[config.mk]
export PLATFORM = sky130hd
export DESIGN_NAME = uart_frame_parser_flat
export DESIGN_NICKNAME = d
export VERILOG_FILES = /design/src/rtl/uart_frame_parser_if.sv /design/src/rtl/uart_frame_parser.sv /design/src/flat_wrapper.sv
export SDC_FILE = /design/constraint.sdc
export NUM_CORES = 1
export LEC_CHECK = 0
export CAP_MARGIN = 10
export CELL_PAD_IN_SITES_DETAIL_PLACEMENT = 1
export CELL_PAD_IN_SITES_GLOBAL_PLACEMENT = 1
export CORE_ASPECT_RATIO = 0.5
export CORE_UTILIZATION = 36
export DETAILED_ROUTE_END_ITERATION = 8
export GPL_TIMING_DRIVEN = 0
export PLACE_DENSITY = 0.79
export SYNTH_ARGS = -nofsm -noshare
export SYNTH_HDL_FRONTEND = slang
export SYNTH_SLANG_ARGS = --single-unit
[constraint.sdc]
create_clock -name clk -period 2.1 [get_ports clk]
set_input_delay 0.42 -clock clk [delete_from_list [all_inputs] [get_ports clk]]
set_output_delay 0.42 -clock clk [all_outputs]
set_load 0.005 [all_outputs]
[src/rtl/uart_frame_parser_if.sv]
// Byte-stream and command handshake bundle of the UART frame parser.
// master: parser side (drives rx_ready and the command); slave: FIFO/AXI side.
interface uart_frame_parser_if;
  logic [7:0]  rx_data;
  logic        rx_valid;
  logic        rx_ready;
  logic        cmd_valid;
  logic        cmd_ready;
  logic        cmd_write;
  logic [31:0] cmd_addr;
  logic [31:0] cmd_wdata;

  modport master (
    input  rx_data, rx_valid, cmd_ready,
    output rx_ready, cmd_valid, cmd_write, cmd_addr, cmd_wdata
  );

  modport slave (
    output rx_data, rx_valid, cmd_ready,
    input  rx_ready, cmd_valid, cmd_write, cmd_addr, cmd_wdata
  );
endinterface

[src/rtl/uart_frame_parser.sv]
// Assembles SOF/CMD/ADDR/DATA/CRC8 host frames into single read/write commands.
// Optional inter-byte timeout is built only when PARSER_TIMEOUT_EN is defined.
module uart_frame_parser #(
  parameter int unsigned TIMEOUT_CYCLES = 125000
) (
  input  logic                 clk,
  input  logic                 rst,
  uart_frame_parser_if.master  bus,
  output logic                 err_valid,
  output logic [7:0]           err_code,
  output logic [7:0]           err_cmd,
  output logic [15:0]          drop_count
);

  localparam logic [7:0] SOF      = 8'hA5;
  localparam logic [7:0] CMD_RD   = 8'h10;
  localparam logic [7:0] CMD_WR   = 8'h20;
  localparam logic [7:0] ERR_CRC  = 8'h01;
  localparam logic [7:0] ERR_CMD  = 8'h02;
  localparam logic [7:0] ERR_TMO  = 8'h03;

  if (TIMEOUT_CYCLES < 2 || TIMEOUT_CYCLES > 32'h00FF_FFFF) begin : g_bad_timeout
    $error("TIMEOUT_CYCLES must lie in 2..2^24-1");
  end

  typedef enum logic [2:0] {
    S_IDLE, S_CMD, S_ADDR, S_DATA, S_CRC, S_OUT
  } state_t;

  state_t      state, state_nxt;
  logic        accept;
  logic        tmo_hit;
  logic        err_set;
  logic [7:0]  err_code_nxt;
  logic [7:0]  err_cmd_nxt;
  logic [7:0]  frame_cmd;
  logic [7:0]  crc_q;
  logic [1:0]  byte_cnt;
  logic        run_q;

  function automatic logic [7:0] crc8_step(input logic [7:0] crc, input logic [7:0] data);
    logic [7:0] c;
    c = crc ^ data;
    for (int unsigned i = 0; i < 8; i++) begin
      c = c[7] ? ((c << 1) ^ 8'h07) : (c << 1);
    end
    return c;
  endfunction

  assign accept = bus.rx_valid & bus.rx_ready;

  always_ff @(posedge clk or negedge rst) begin
    if (!rst) state <= S_IDLE;
    else      state <= state_nxt;
  end

  always_comb begin
    state_nxt    = state;
    err_set      = 1'b0;
    err_code_nxt = 8'h00;
    err_cmd_nxt  = 8'h00;
    unique case (state)
      S_IDLE: if (accept && bus.rx_data == SOF) state_nxt = S_CMD;
      S_CMD: begin
        if (accept) begin
          if (bus.rx_data == CMD_RD || bus.rx_data == CMD_WR) begin
            state_nxt = S_ADDR;
          end else begin
            err_set      = 1'b1;
            err_code_nxt = ERR_CMD;
            err_cmd_nxt  = bus.rx_data;
            state_nxt    = S_IDLE;
          end
        end
      end
      S_ADDR: if (accept && byte_cnt == 2'd3) state_nxt = bus.cmd_write ? S_DATA : S_CRC;
      S_DATA: if (accept && byte_cnt == 2'd3) state_nxt = S_CRC;
      S_CRC: begin
        if (accept) begin
          if (bus.rx_data == crc_q) begin
            state_nxt = S_OUT;
          end else begin
            err_set      = 1'b1;
            err_code_nxt = ERR_CRC;
            err_cmd_nxt  = frame_cmd;
            state_nxt    = S_IDLE;
          end
        end
      end
      S_OUT: if (bus.cmd_ready) state_nxt = S_IDLE;
      default: state_nxt = S_IDLE;
    endcase
    // A timeout can only fire on a cycle with no accepted byte, so it never races the case above.
    if (tmo_hit) begin
      err_set      = 1'b1;
      err_code_nxt = ERR_TMO;
      err_cmd_nxt  = (state == S_CMD) ? 8'h00 : frame_cmd;
      state_nxt    = S_IDLE;
    end
  end

  always_comb begin
    bus.rx_ready  = run_q && (state != S_OUT);
    bus.cmd_valid = (state == S_OUT);
  end

  always_ff @(posedge clk or negedge rst) begin
    if (!rst) begin
      run_q         <= 1'b0;
      err_valid     <= 1'b0;
      err_code      <= '0;
      err_cmd       <= '0;
      drop_count    <= '0;
      frame_cmd     <= '0;
      crc_q         <= '0;
      byte_cnt      <= '0;
      bus.cmd_write <= 1'b0;
      bus.cmd_addr  <= '0;
      bus.cmd_wdata <= '0;
    end else begin
      run_q     <= 1'b1;
      err_valid <= err_set;
      if (err_set) begin
        err_code <= err_code_nxt;
        err_cmd  <= err_cmd_nxt;
      end
      if (accept) begin
        unique case (state)
          S_IDLE: begin
            if (bus.rx_data == SOF) begin
              crc_q         <= '0;
              frame_cmd     <= '0;
              bus.cmd_write <= 1'b0;
              bus.cmd_addr  <= '0;
              bus.cmd_wdata <= '0;
            end else if (drop_count != 16'hFFFF) begin
              drop_count <= drop_count + 16'd1;
            end
          end
          S_CMD: begin
            frame_cmd     <= bus.rx_data;
            bus.cmd_write <= (bus.rx_data == CMD_WR);
            crc_q         <= crc8_step(crc_q, bus.rx_data);
            byte_cnt      <= '0;
          end
          S_ADDR: begin
            bus.cmd_addr[{byte_cnt, 3'b000} +: 8] <= bus.rx_data;
            crc_q    <= crc8_step(crc_q, bus.rx_data);
            byte_cnt <= byte_cnt + 2'd1;
          end
          S_DATA: begin
            bus.cmd_wdata[{byte_cnt, 3'b000} +: 8] <= bus.rx_data;
            crc_q    <= crc8_step(crc_q, bus.rx_data);
            byte_cnt <= byte_cnt + 2'd1;
          end
          default: ;
        endcase
      end
    end
  end

`ifdef PARSER_TIMEOUT_EN
  localparam logic [23:0] TMO_LAST = 24'(TIMEOUT_CYCLES - 1);

  logic [23:0] tmo_cnt;
  logic        in_frame;

  assign in_frame = (state inside {S_CMD, S_ADDR, S_DATA, S_CRC});
  assign tmo_hit  = in_frame && !accept && (tmo_cnt == TMO_LAST);

  // Any state change (entry to CMD, leaving on error/OUT) restarts the idle count.
  always_ff @(posedge clk or negedge rst) begin
    if (!rst)                                        tmo_cnt <= '0;
    else if (!in_frame || accept || state_nxt != state) tmo_cnt <= '0;
    else                                             tmo_cnt <= tmo_cnt + 24'd1;
  end
`else
  assign tmo_hit = 1'b0;
`endif

endmodule

[src/flat_wrapper.sv]
// flat-port wrapper written by rule: the top's interface ports become plain ports
module uart_frame_parser_flat 
#(
  parameter int unsigned TIMEOUT_CYCLES = 125000
)
  (clk, rst, err_valid, err_code, err_cmd, drop_count, bus_rx_data, bus_rx_valid, bus_cmd_ready, bus_rx_ready, bus_cmd_valid, bus_cmd_write, bus_cmd_addr, bus_cmd_wdata);
  uart_frame_parser_if bus_i ();
  input  logic clk;
  input  logic rst;
  output logic err_valid;
  output logic [7:0] err_code;
  output logic [7:0] err_cmd;
  output logic [15:0] drop_count;
  input wire logic [$bits(bus_i.rx_data)-1:0] bus_rx_data;
  input wire logic [$bits(bus_i.rx_valid)-1:0] bus_rx_valid;
  input wire logic [$bits(bus_i.cmd_ready)-1:0] bus_cmd_ready;
  output wire logic [$bits(bus_i.rx_ready)-1:0] bus_rx_ready;
  output wire logic [$bits(bus_i.cmd_valid)-1:0] bus_cmd_valid;
  output wire logic [$bits(bus_i.cmd_write)-1:0] bus_cmd_write;
  output wire logic [$bits(bus_i.cmd_addr)-1:0] bus_cmd_addr;
  output wire logic [$bits(bus_i.cmd_wdata)-1:0] bus_cmd_wdata;
  assign bus_i.rx_data = bus_rx_data;
  assign bus_i.rx_valid = bus_rx_valid;
  assign bus_i.cmd_ready = bus_cmd_ready;
  assign bus_rx_ready = bus_i.rx_ready;
  assign bus_cmd_valid = bus_i.cmd_valid;
  assign bus_cmd_write = bus_i.cmd_write;
  assign bus_cmd_addr = bus_i.cmd_addr;
  assign bus_cmd_wdata = bus_i.cmd_wdata;
  uart_frame_parser #(.TIMEOUT_CYCLES(TIMEOUT_CYCLES)) u_core (.clk(clk), .rst(rst), .bus(bus_i), .err_valid(err_valid), .err_code(err_code), .err_cmd(err_cmd), .drop_count(drop_count));
endmodule
==> results of run 1 <==
worst max path at each step:
| stage | start | end | slack (ns) |
|---|---|---|---|
| 2_1_floorplan | bus_rx_data[7] | u_core.err_cmd[0]$_DFFE_PN0P_ | 0.01 |
| 3_3_place_gp | rst | u_core.err_code[1]$_DFFE_PN0P_ | -3.83 |
| 3_5_place_dp | bus_rx_data[3] | u_core.err_cmd[5]$_DFFE_PN0P_ | -0.89 |
| 4_1_cts | u_core.state[1]$_DFFE_PN0P_ | u_core.drop_count[15]$_DFFE_PN0P_ | 0.002 |
| 5_1_grt | u_core.state[2]$_DFFE_PN0P_ | u_core.bus.cmd_addr[22]$_DFFE_PN0P_ | -0.02 |
| 6_report | bus_rx_data[0] | u_core.crc_q[2]$_DFFE_PN0P_ | 0.03 |
logic make-up after synthesis:
logic type      synth area share (%)
compound gates                  16.4
xor+xnor                        6.02
fa+ha+maj                       1.87
buf+inv                         5.37
flops                           53.4
mux                            0.633
other cells                    0.141
simple gates                    16.1
Yosys cell counts, types with 8 or more instances:
cell / instances
dfrtp_1: 114
o21ai_0: 46
nand2_1: 39
a22o_1: 34
inv_1: 34
nand3_1: 30
xnor2_1: 26
nor2_1: 16
buf_2: 10
a21o_1: 9
clkbuf_1: 9
a21oi_1: 8
and2_1: 8
ha_1: 8
xor2_1: 8
flip-flops by register name, summed over array words and instances, names as in the netlist:
register,count
u_core.drop_count,16
u_core.err_valid,1
u_core.frame_cmd,8
u_core.bus.cmd_addr,32
u_core.run_q,1
u_core.err_code,2
u_core.byte_cnt,2
u_core.bus.cmd_write,1
u_core.state,3
u_core.crc_q,8
u_core.err_cmd,8
u_core.bus.cmd_wdata,32
final cells by class:
class | instances | area [sq um] | area share (%)
inverter | 34 | 128 | 1.67
clock inverter | 9 | 156 | 2.05
multi-input combinational | 325 | 2410 | 31.6
clock buffer | 20 | 467 | 6.12
buffer | 28 | 184 | 2.41
sequential | 114 | 2850 | 37.4
tap | 198 | 248 | 3.25
timing repair buffer | 117 | 1180 | 15.4
power by group:
part | switching (mW) | internal (mW) | total [mW] | leakage (nW)
Sequential | 0.230 | 2.43 | 2.66 | 1.44
Combinational | 0.869 | 0.803 | 1.67 | 1.73
Clock | 1.05 | 2.06 | 3.11 | 0.296
Total | 2.15 | 5.29 | 7.44 | 3.46
layer usage:
layer / up-vias / track usage (%) / wire length, um
met5: - / 0 / 0
met4: 0 / 7.34 / 379
met3: 34 / 4.86 / 847
met2: 126 / 35.7 / 7990
met1: 2287 / 29.7 / 7600
li1: 2021 / - / -
critical path: stages:
cell and delay (ns):
clkdlybuf4s50_1 0.58, xor2_1 0.36, xor2_1 0.49, xor2_1 0.29, o211a_1 0.18, nor2_1 0.04
stage by stage:
step	utilization [%]	total power, mW
finish	52.7	7.44
global route	52.7	7.74
CTS	51.7	7.29
detailed placement	46.2	4.06
global placement	46.0	3.99
floorplan	-	3.49
what timing repair did:
action                                 CTS  global route
endpoints found under the hold margin   50             0
hold buffers                             1             0
setup endpoints to repair               66            86
buffers inserted                         7             5
pin swaps                                3             6
resized for setup                       29            32
cells in the final DEF, fill, tap and decap left out, types with 4 or more instances in the layout:
master and count:
dfrtp_1 113, clkdlybuf4s50_1 96, o21ai_0 45, nand2_1 38, a22o_1 34, inv_1 33, nand3_1 30, xnor2_1 21
buf_4 17, clkbuf_16 17, nor2_1 11, a21o_1 9, buf_6 8, buf_2 8, and2_1 8, xor2_1 7
a21oi_1 7, nand4_1 7, ha_1 7, conb_1 7, clkbuf_1 6, nand3_2 6, a221o_1 6, nor3_4 5
nor2_2 5, dlymetal6s2s_1 5, xnor2_2 4, nand2b_1 4, bufinv_16 4
==> impl_metrics.csv, run 1 <==
group,metric,value,unit
hold_path,hold_class,"reg -> reg",
floorplanning,io_pins,112,
yosys,yosysSeqAreaShare,53.4,%
global_route,grt_pass1_vias,4614,
yosys,async_flop_share,100,%
layout,final_area,7620,sq um
placement,portBuffers,104,
clock_tree,htreeDepth,4,
clock_tree,clock_latency,0.41,ns
route,first_pass_iters,4,
floorplanning,fp.dieH,88.1,um
route,drtIter0Drc,267,
job,cap_violations,0,
yosys,synth_area_leaders,"dfrtp_1 (53%), a22o_1 (5.6%), o21ai_0 (4.3%)",
timing,drv_slew,0,
critical_path,r2r_start,"u_core.state[1]$_DFFE_PN0P_",
layout,num_antenna_cells,0,
route,wl_per_cell,19.9,um
floorplanning,design.core.area,14500,sq um
timing,max_freq,0.483,GHz
timing,rsz0062_at_grt,"true",
layout,drive_gt1_share,19.2,%
route,wirelength,16800,um
clock_tree,clk_pin_slew,0.05,ns
placement,dpl_cell_area,6680,sq um
timing,fin_crit_sh,98.6,%
placement,place_inst,804,
critical_path,r2r_slack,0.06,ns
hold_path,hold_end,"u_core.err_cmd[5]$_DFFE_PN0P_",
timing,whs,0.476,ns
power_and_ir_drop,leakagePower,3.46,nW
critical_path,reg2regPathDepth,7,
yosys,yosysUniqueCellTypes,57,
hold_path,hold-path-cell-count,1,
layout,fill_cells,1542,
timing,fin_crit,2.07,ns
yosys,synth.largest_area_cell,"dfrtp_1",
yosys,netlist_area,5340,sq um
timing,layout_setup_ws,0.0292,ns
yosys,syn_inst,496,
global_route,grt-ovfl-total,0,
floorplanning,fp-row-count,31,
critical_path,r2r-end,"u_core.drop_count[1]$_DFFE_PN0P_",
floorplanning,die_w,174,um
critical_path,worstPathRequired,2.39,ns
global_route,grt_pass1_wl,25700,um
yosys,synth-edff-count,0,
placement,dp_slack,-0.887,ns
power_and_ir_drop,power_density,976,nW/um^2
layout,synthToLayoutAreaGrowth,42.7,%
clock_tree,clockBufferDepth,2,
critical_path,end_kind,"flop",
yosys,synth_flop_cell,"dfrtp_1",
timing,setup_viol,0,
placement,routabilityCongestion,0.832,
power_and_ir_drop,irDropWorstVdd,0.479,mV
route,route.detailed.drc,0,
timing,finalClockSkew,0.0125,ns
global_route,gr-usage-all-layers,22.1,%
yosys,synth-seq-cells,114,
timing,tightest_slew,0.895,ns
layout,stdcell_count,845,
layout,nets,657,
clock_tree,cts_buffers,17,
route,num_vias,4468,
route,drtAntennaViolNets,0,
clock_tree,root_buffer,"clkbuf_16",
route,via_per_inst,5.29,
clock_tree,clock_sinks,114,
yosys,ys_warn_count,0,
critical_path,crit_path_start_kind,"input port",
timing,slew_headroom,40.4,%
critical_path,cp.arrival,2.36,ns
global_route,antenna_found_initial,1,
clock_tree,cts_tree,"built",
critical_path,cp_max_fo,6,
placement,post-dp-hpwl,10400,um
yosys,synth_area_per_cell,10.8,sq um
floorplanning,fp.dieArea,15400,sq um
critical_path,path_class,"in -> reg",
timing,final.setup.tns,0,ns
hold_path,min_from,"u_core.err_cmd[5]$_DFFE_PN0P_",
global_route,grt_max_degree,65,
yosys,synth_top_area_share,53.4,%
outcome,status,"finished clean",
floorplanning,initial_core_util,36.9,%
timing,finalHoldViolCount,0,
(Power assumes the default switching activity.)
==> run 2: changes to the inputs <==
CELL_PAD_IN_SITES_GLOBAL_PLACEMENT = 2   (was 1)
CORE_UTILIZATION = 29   (was 36)
PLACE_DENSITY = 0.78   (was 0.79)
==> run 2 against run 1 <==
Effect of this change:
- register-to-register slack worse by 0.03 ns
- highest routed layer unchanged
- final cell count increased by 4.9%
- critical path depth is 1 lower
- clock power shrank 10%
- count of clock-buffer cells in the layout unchanged
==> impl_metrics.csv, run 2 (synthesis results as in run 1) <==
group,metric,value,unit
timing,final.setup.tns,0,ns
global_route,grt-ovfl-total,0,
clock_tree,clockBufferDepth,2,
timing,finalHoldViolCount,0,
floorplanning,fp-row-count,34,
global_route,grt_pass1_wl,26100,um
layout,nets,659,
hold_path,hold_class,"in -> async",
timing,finalClockSkew,0.00718,ns
layout,synthToLayoutAreaGrowth,41.9,%
critical_path,critPathBufInv,1,
floorplanning,design.core.area,17700,sq um
critical_path,crit_slowest_cell,"nor2_1",
power_and_ir_drop,irDropWorstVdd,0.556,mV
global_route,grt_max_degree,96,
layout,final_common_cell,"dfrtp_1",
global_route,gr-usage-all-layers,17.8,%
route,via_per_inst,4.94,
timing,fin_crit_sh,98.5,%
critical_path,reg2regPathDepth,5,
placement,routabilityCongestion,0.796,
critical_path,slowest_delay,0.46,ns
layout,drive_gt1_share,18.0,%
clock_tree,clock_latency,0.41,ns
route,wl_per_cell,17.9,um
timing,rsz0062_at_grt,"true",
route,drtIter0Drc,218,
critical_path,r2r-end,"u_core.bus.cmd_wdata[3]$_DFFE_PN0P_",
clock_tree,root_buffer,"clkbuf_16",
critical_path,r2r_start,"u_core.byte_cnt[0]$_DFFE_PN0P_",
floorplanning,fp.dieArea,19000,sq um
timing,tightest_slew,0.967,ns
critical_path,cp.arrival,2.41,ns
critical_path,end_kind,"flop",
critical_path,cp_max_fo,8,
clock_tree,clk_pin_slew,0.05,ns
clock_tree,cts_tree,"built",
route,num_vias,4378,
route,first_pass_iters,4,
floorplanning,die_w,194,um
timing,setup_viol,0,
floorplanning,io_pins,112,
power_and_ir_drop,power_density,918,nW/um^2
layout,utilization,42.8,%
layout,reg.largest.list,"u_core.bus.cmd_addr x32, u_core.bus.cmd_wdata x32, u_core.drop_count x16",
power_and_ir_drop,p_switching,1.98,mW
route,drtAntennaViolNets,0,
placement,portBuffers,104,
layout,fill_cells,1942,
route,route.detailed.drc,0,
power_and_ir_drop,p_int,4.98,mW
placement,post-dp-hpwl,10600,um
timing,drv_slew,0,
power_and_ir_drop,switching_share,28.4,%
global_route,antenna_found_initial,1,
clock_tree,clock_sinks,114,
critical_path,path_class,"reg -> reg",
power_and_ir_drop,leakagePower,3.46,nW
timing,max_freq,0.484,GHz
critical_path,crit_path_start_kind,"flop",
global_route,grt_pass1_vias,4677,
power_and_ir_drop,combPwrFrac,21.7,%
job,cap_violations,0,
critical_path,r2r_slack,0.03,ns
timing,fin_crit,2.07,ns
floorplanning,fp.dieH,98.0,um
power_and_ir_drop,sequentialPowerShare,38.0,%
route,wirelength,15800,um
layout,final_cell_mix,"dfrtp_1 (114), clkdlybuf4s50_1 (96), o21ai_0 (46), nand2_1 (39)",
clock_tree,htreeDepth,4,
outcome,status,"finished clean",
floorplanning,initial_core_util,30.2,%
critical_path,critical_path.top_delay_family,"simple AND/OR/NAND/NOR gates",
clock_tree,cts_buffers,17,
power_and_ir_drop,clkPwrFrac,40.2,%
timing,slew_headroom,34.8,%
critical_path,crit_chain,"inv_1 -> ha_1 -> or3_1 -> nor2_1 -> a22o_1",
critical_path,worstPathRequired,2.44,ns
-- run 2: cell types whose count changed in the layout (fill, tap and decap cells not counted), moves of 2 or more --
cell       previous run  this run
nor3_2                3         5
bufinv_16             4         2
nor2_1               11        15
nor2_2                5         0
buf_4                17        21
nor3_4                5         3
buf_6                 8         5
o21ai_2               3         1
clkinv_2              1         6
-- run 2: cell type report --
class                      instances  area, sq um  area share, %
multi-input combinational        325         2360           31.2
clock buffer                      20          457           6.03
sequential                       114         2850           37.6
clock inverter                    11          113           1.49
buffer                            28          188           2.48
antenna                            1         2.50         0.0330
timing repair buffer             119         1180           15.6
inverter                          34          128           1.68
tap                              234          293           3.86
-- run 2: worst reg2reg max path: stages (launching register included) --
cell     delay (ns)
dfrtp_1        0.40
inv_1          0.12
ha_1           0.37
or3_1          0.41
nor2_1         0.46
a22o_1         0.23
-- run 2: what timing repair did --
action                     4_1_cts  5_1_grt
hold endpoints to repair        19        0
pin swaps                        3        3
resized for setup               31       15
setup endpoints to repair       73       94
hold buffers                     1        0
buffers inserted                 8        5
-- run 2: worst max path at each step --
stage	start	to	slack, ns	depth (start not counted)
floorplan	bus_rx_data[7]	u_core.err_cmd[0]$_DFFE_PN0P_	0.01	8
global route	u_core.state[1]$_DFFE_PN0P_	u_core.bus.cmd_wdata[5]$_DFFE_PN0P_	-0.12	6
CTS	bus_rx_data[2]	u_core.bus.cmd_addr[30]$_DFFE_PN0P_	-0.02	7
detailed placement	bus_rx_data[7]	u_core.err_cmd[1]$_DFFE_PN0P_	-0.95	9
global placement	rst	u_core.bus.cmd_addr[9]$_DFFE_PN0P_	-4.02	1
finish	u_core.byte_cnt[0]$_DFFE_PN0P_	u_core.bus.cmd_wdata[3]$_DFFE_PN0P_	0.03	5
-- run 2: layer usage --
| metal | GRT usage (%) | vias to the layer above | wire (um) |
|---|---|---|---|
| met5 | 0 | - | 0 |
| met4 | 5.19 | 0 | 231 |
| met3 | 4.56 | 15 | 586 |
| met2 | 28.0 | 89 | 7360 |
| met1 | 24.3 | 2249 | 7670 |
| li1 | - | 2025 | - |
-- run 2: per-stage QoR --
stage	total power [mW]	setup slack, ns	hold WS [ns]	instances	cell area (sq um)
after global routing	7.34	-0.118	0.440	885	7580
after floorplan	3.49	0.0123	0.124	501	5360
after detailed placement	4.06	-0.948	0.287	840	6730
after global placement	4.01	-4.02	0.459	839	6700
final	6.96	0.0318	0.428	886	7580
after CTS	6.98	-0.0169	0.419	880	7480
-- run 2: power groups by stage --
| stage | clock network, mW | logic, mW | registers (mW) |
|---|---|---|---|
| finish | 2.80 | 1.51 | 2.65 |
| global route | 2.99 | 1.67 | 2.68 |
| CTS | 2.86 | 1.47 | 2.65 |
| detailed placement | 0 | 1.39 | 2.66 |
| global placement | 0 | 1.36 | 2.65 |
| floorplan | 0 | 0.854 | 2.63 |
==> run 3: changes to the inputs <==
CELL_PAD_IN_SITES_DETAIL_PLACEMENT = unset   (was 1)
CELL_PAD_IN_SITES_GLOBAL_PLACEMENT = unset   (was 2)
CORE_UTILIZATION = 46   (was 29)
PLACE_DENSITY = 0.79   (was 0.78)
==> run 3 against run 2 <==
Effect of this change:
- non-clock buffer count is 4 lower
- core utilization rose by 24 points
- sequential power is essentially flat
- clock power up 4%
- critical path type is now reg -> out
- critical endpoint is now bus_rx_ready
- largest cell class unchanged
- largest power group unchanged
==> impl_metrics.csv, run 3 (synthesis results as in run 1) <==
group,metric,value,unit
timing,fin_crit_sh,98.4,%
critical_path,crit_path_start_kind,"flop",
timing,final.setup.tns,0,ns
critical_path,cp.arrival,1.65,ns
clock_tree,clockBufferDepth,2,
clock_tree,holdBufCountCts,0,
clock_tree,clk_pin_slew,0.05,ns
route,wl_per_cell,17.8,um
clock_tree,root_buffer,"clkbuf_16",
route,via_per_inst,5.55,
layout,reg.largest.list,"u_core.bus.cmd_addr x32, u_core.bus.cmd_wdata x32, u_core.drop_count x16",
floorplanning,initial_core_util,47.9,%
floorplanning,fp.dieArea,12100,sq um
placement,portBuffers,104,
global_route,grt-ovfl-total,0,
critical_path,worstPathRequired,1.68,ns
layout,fill_cells,835,
critical_path,end_kind,"output port",
clock_tree,clock_latency,0.41,ns
timing,finalClockSkew,0.0114,ns
global_route,grt_pass1_wl,22100,um
timing,slew_headroom,43.1,%
placement,post-dp-hpwl,9050,um
critical_path,cp_max_fo,10,
clock_tree,cts_buffers,17,
global_route,grt_pass1_vias,4238,
clock_tree,clock_sinks,114,
floorplanning,fp.dieH,78.2,um
power_and_ir_drop,leakagePower,3.43,nW
timing,drv_slew,0,
layout,synthToLayoutAreaGrowth,39.9,%
critical_path,crit_start,"u_core.state[1]$_DFFE_PN0P_",
global_route,antenna_found_initial,0,
floorplanning,fp-row-count,27,
global_route,grt_max_degree,63,
route,num_vias,4400,
critical_path,r2r_slack,0.04,ns
timing,rsz0062_at_grt,"true",
floorplanning,design.core.area,11100,sq um
layout,nets,655,
layout,multi_input_area,2370,sq um
layout,utilization,67.0,%
floorplanning,die_w,154,um
power_and_ir_drop,irDropWorstVdd,0.739,mV
outcome,status,"finished clean",
critical_path,r2r_start,"u_core.byte_cnt[0]$_DFFE_PN0P_",
timing,max_freq,0.484,GHz
layout,num_antenna_cells,0,
layout,final_common_cell,"dfrtp_1",
layout,drive_gt1_share,18.4,%
layout,seq_area,2850,sq um
power_and_ir_drop,power_density,948,nW/um^2
critical_path,path_class,"reg -> out",
placement,routabilityCongestion,0.886,
route,drtIter0Drc,272,
floorplanning,io_pins,112,
timing,setup_viol,0,
route,drtAntennaViolNets,0,
route,first_pass_iters,5,
layout,final_cell_mix,"dfrtp_1 (113), clkdlybuf4s50_1 (96), o21ai_0 (45), nand2_1 (39)",
route,wirelength,14100,um
global_route,gr-usage-all-layers,24.1,%
clock_tree,cts_tree,"built",
clock_tree,htreeDepth,4,
timing,tightest_slew,0.853,ns
route,route.detailed.drc,0,
hold_path,hold_class,"in -> async",
job,cap_violations,0,
timing,finalHoldViolCount,0,
power_and_ir_drop,power.total,7.08,mW
timing,fin_crit,2.07,ns
run 3: critical path: stages (launching register included):
cell and delay [ns]:
dfrtp_1 0.39, buf_6 0.13, buf_6 0.13, nand3b_1 0.18, and2_1 0.19, clkdlybuf4s15_1 0.21
run 3: final cells by class:
class                      instances  share of cell area, %
buffer                            28                   2.45
sequential                       114                   38.2
tap                              145                   2.43
multi-input combinational        325                   31.7
timing repair buffer             115                   15.4
clock inverter                    13                   2.14
clock buffer                      19                   5.93
inverter                          34                   1.71
run 3: metal layers:
layer	GRT usage [%]	up-vias	wire [um]
li1	-	2019	-
met5	0	-	0
met4	9.80	0	292
met2	38.0	165	6580
met1	32.2	2188	6360
met3	5.91	28	869
run 3: metrics by stage:
step,cell area (sq um),hold slack (ns),instances,worst slack [ns]
floorplan,5360,0.124,501,0.0123
global placement,6590,0.459,750,-3.70
detailed placement,6610,0.467,751,-0.832
CTS,7350,0.136,789,0.000486
global route,7470,0.174,793,-0.0657
finish,7470,0.104,793,0.0337
run 3: report_power, final:
| group | switching [mW] | internal [mW] | leakage, nW |
|---|---|---|---|
| clock | 1.03 | 1.89 | 0.281 |
| sequential | 0.222 | 2.43 | 1.44 |
| combinational | 0.744 | 0.764 | 1.71 |
| total | 2.00 | 5.09 | 3.43 |
run 3: final timing paths:
check                                                 endpoint  cells past startpoint
min                             u_core.err_code[1]$_DFFE_PN0P_                      1
min reg2reg                    u_core.frame_cmd[2]$_DFFE_PN0P_                      1
max reg2reg                u_core.bus.cmd_wdata[5]$_DFFE_PN0P_                      5
max                                               bus_rx_ready                      5
min in group clk              u_core.bus.cmd_write$_DFFE_PN0P_                      3
max in group asynchronous  u_core.bus.cmd_wdata[2]$_DFFE_PN0P_                      2
run 3: repair_timing:
item | 4_1_cts | 5_1_grt
gates resized for setup | 21 | 27
endpoints found under the setup margin | 59 | 75
setup buffers | 6 | 4
pin swaps | 2 | 6
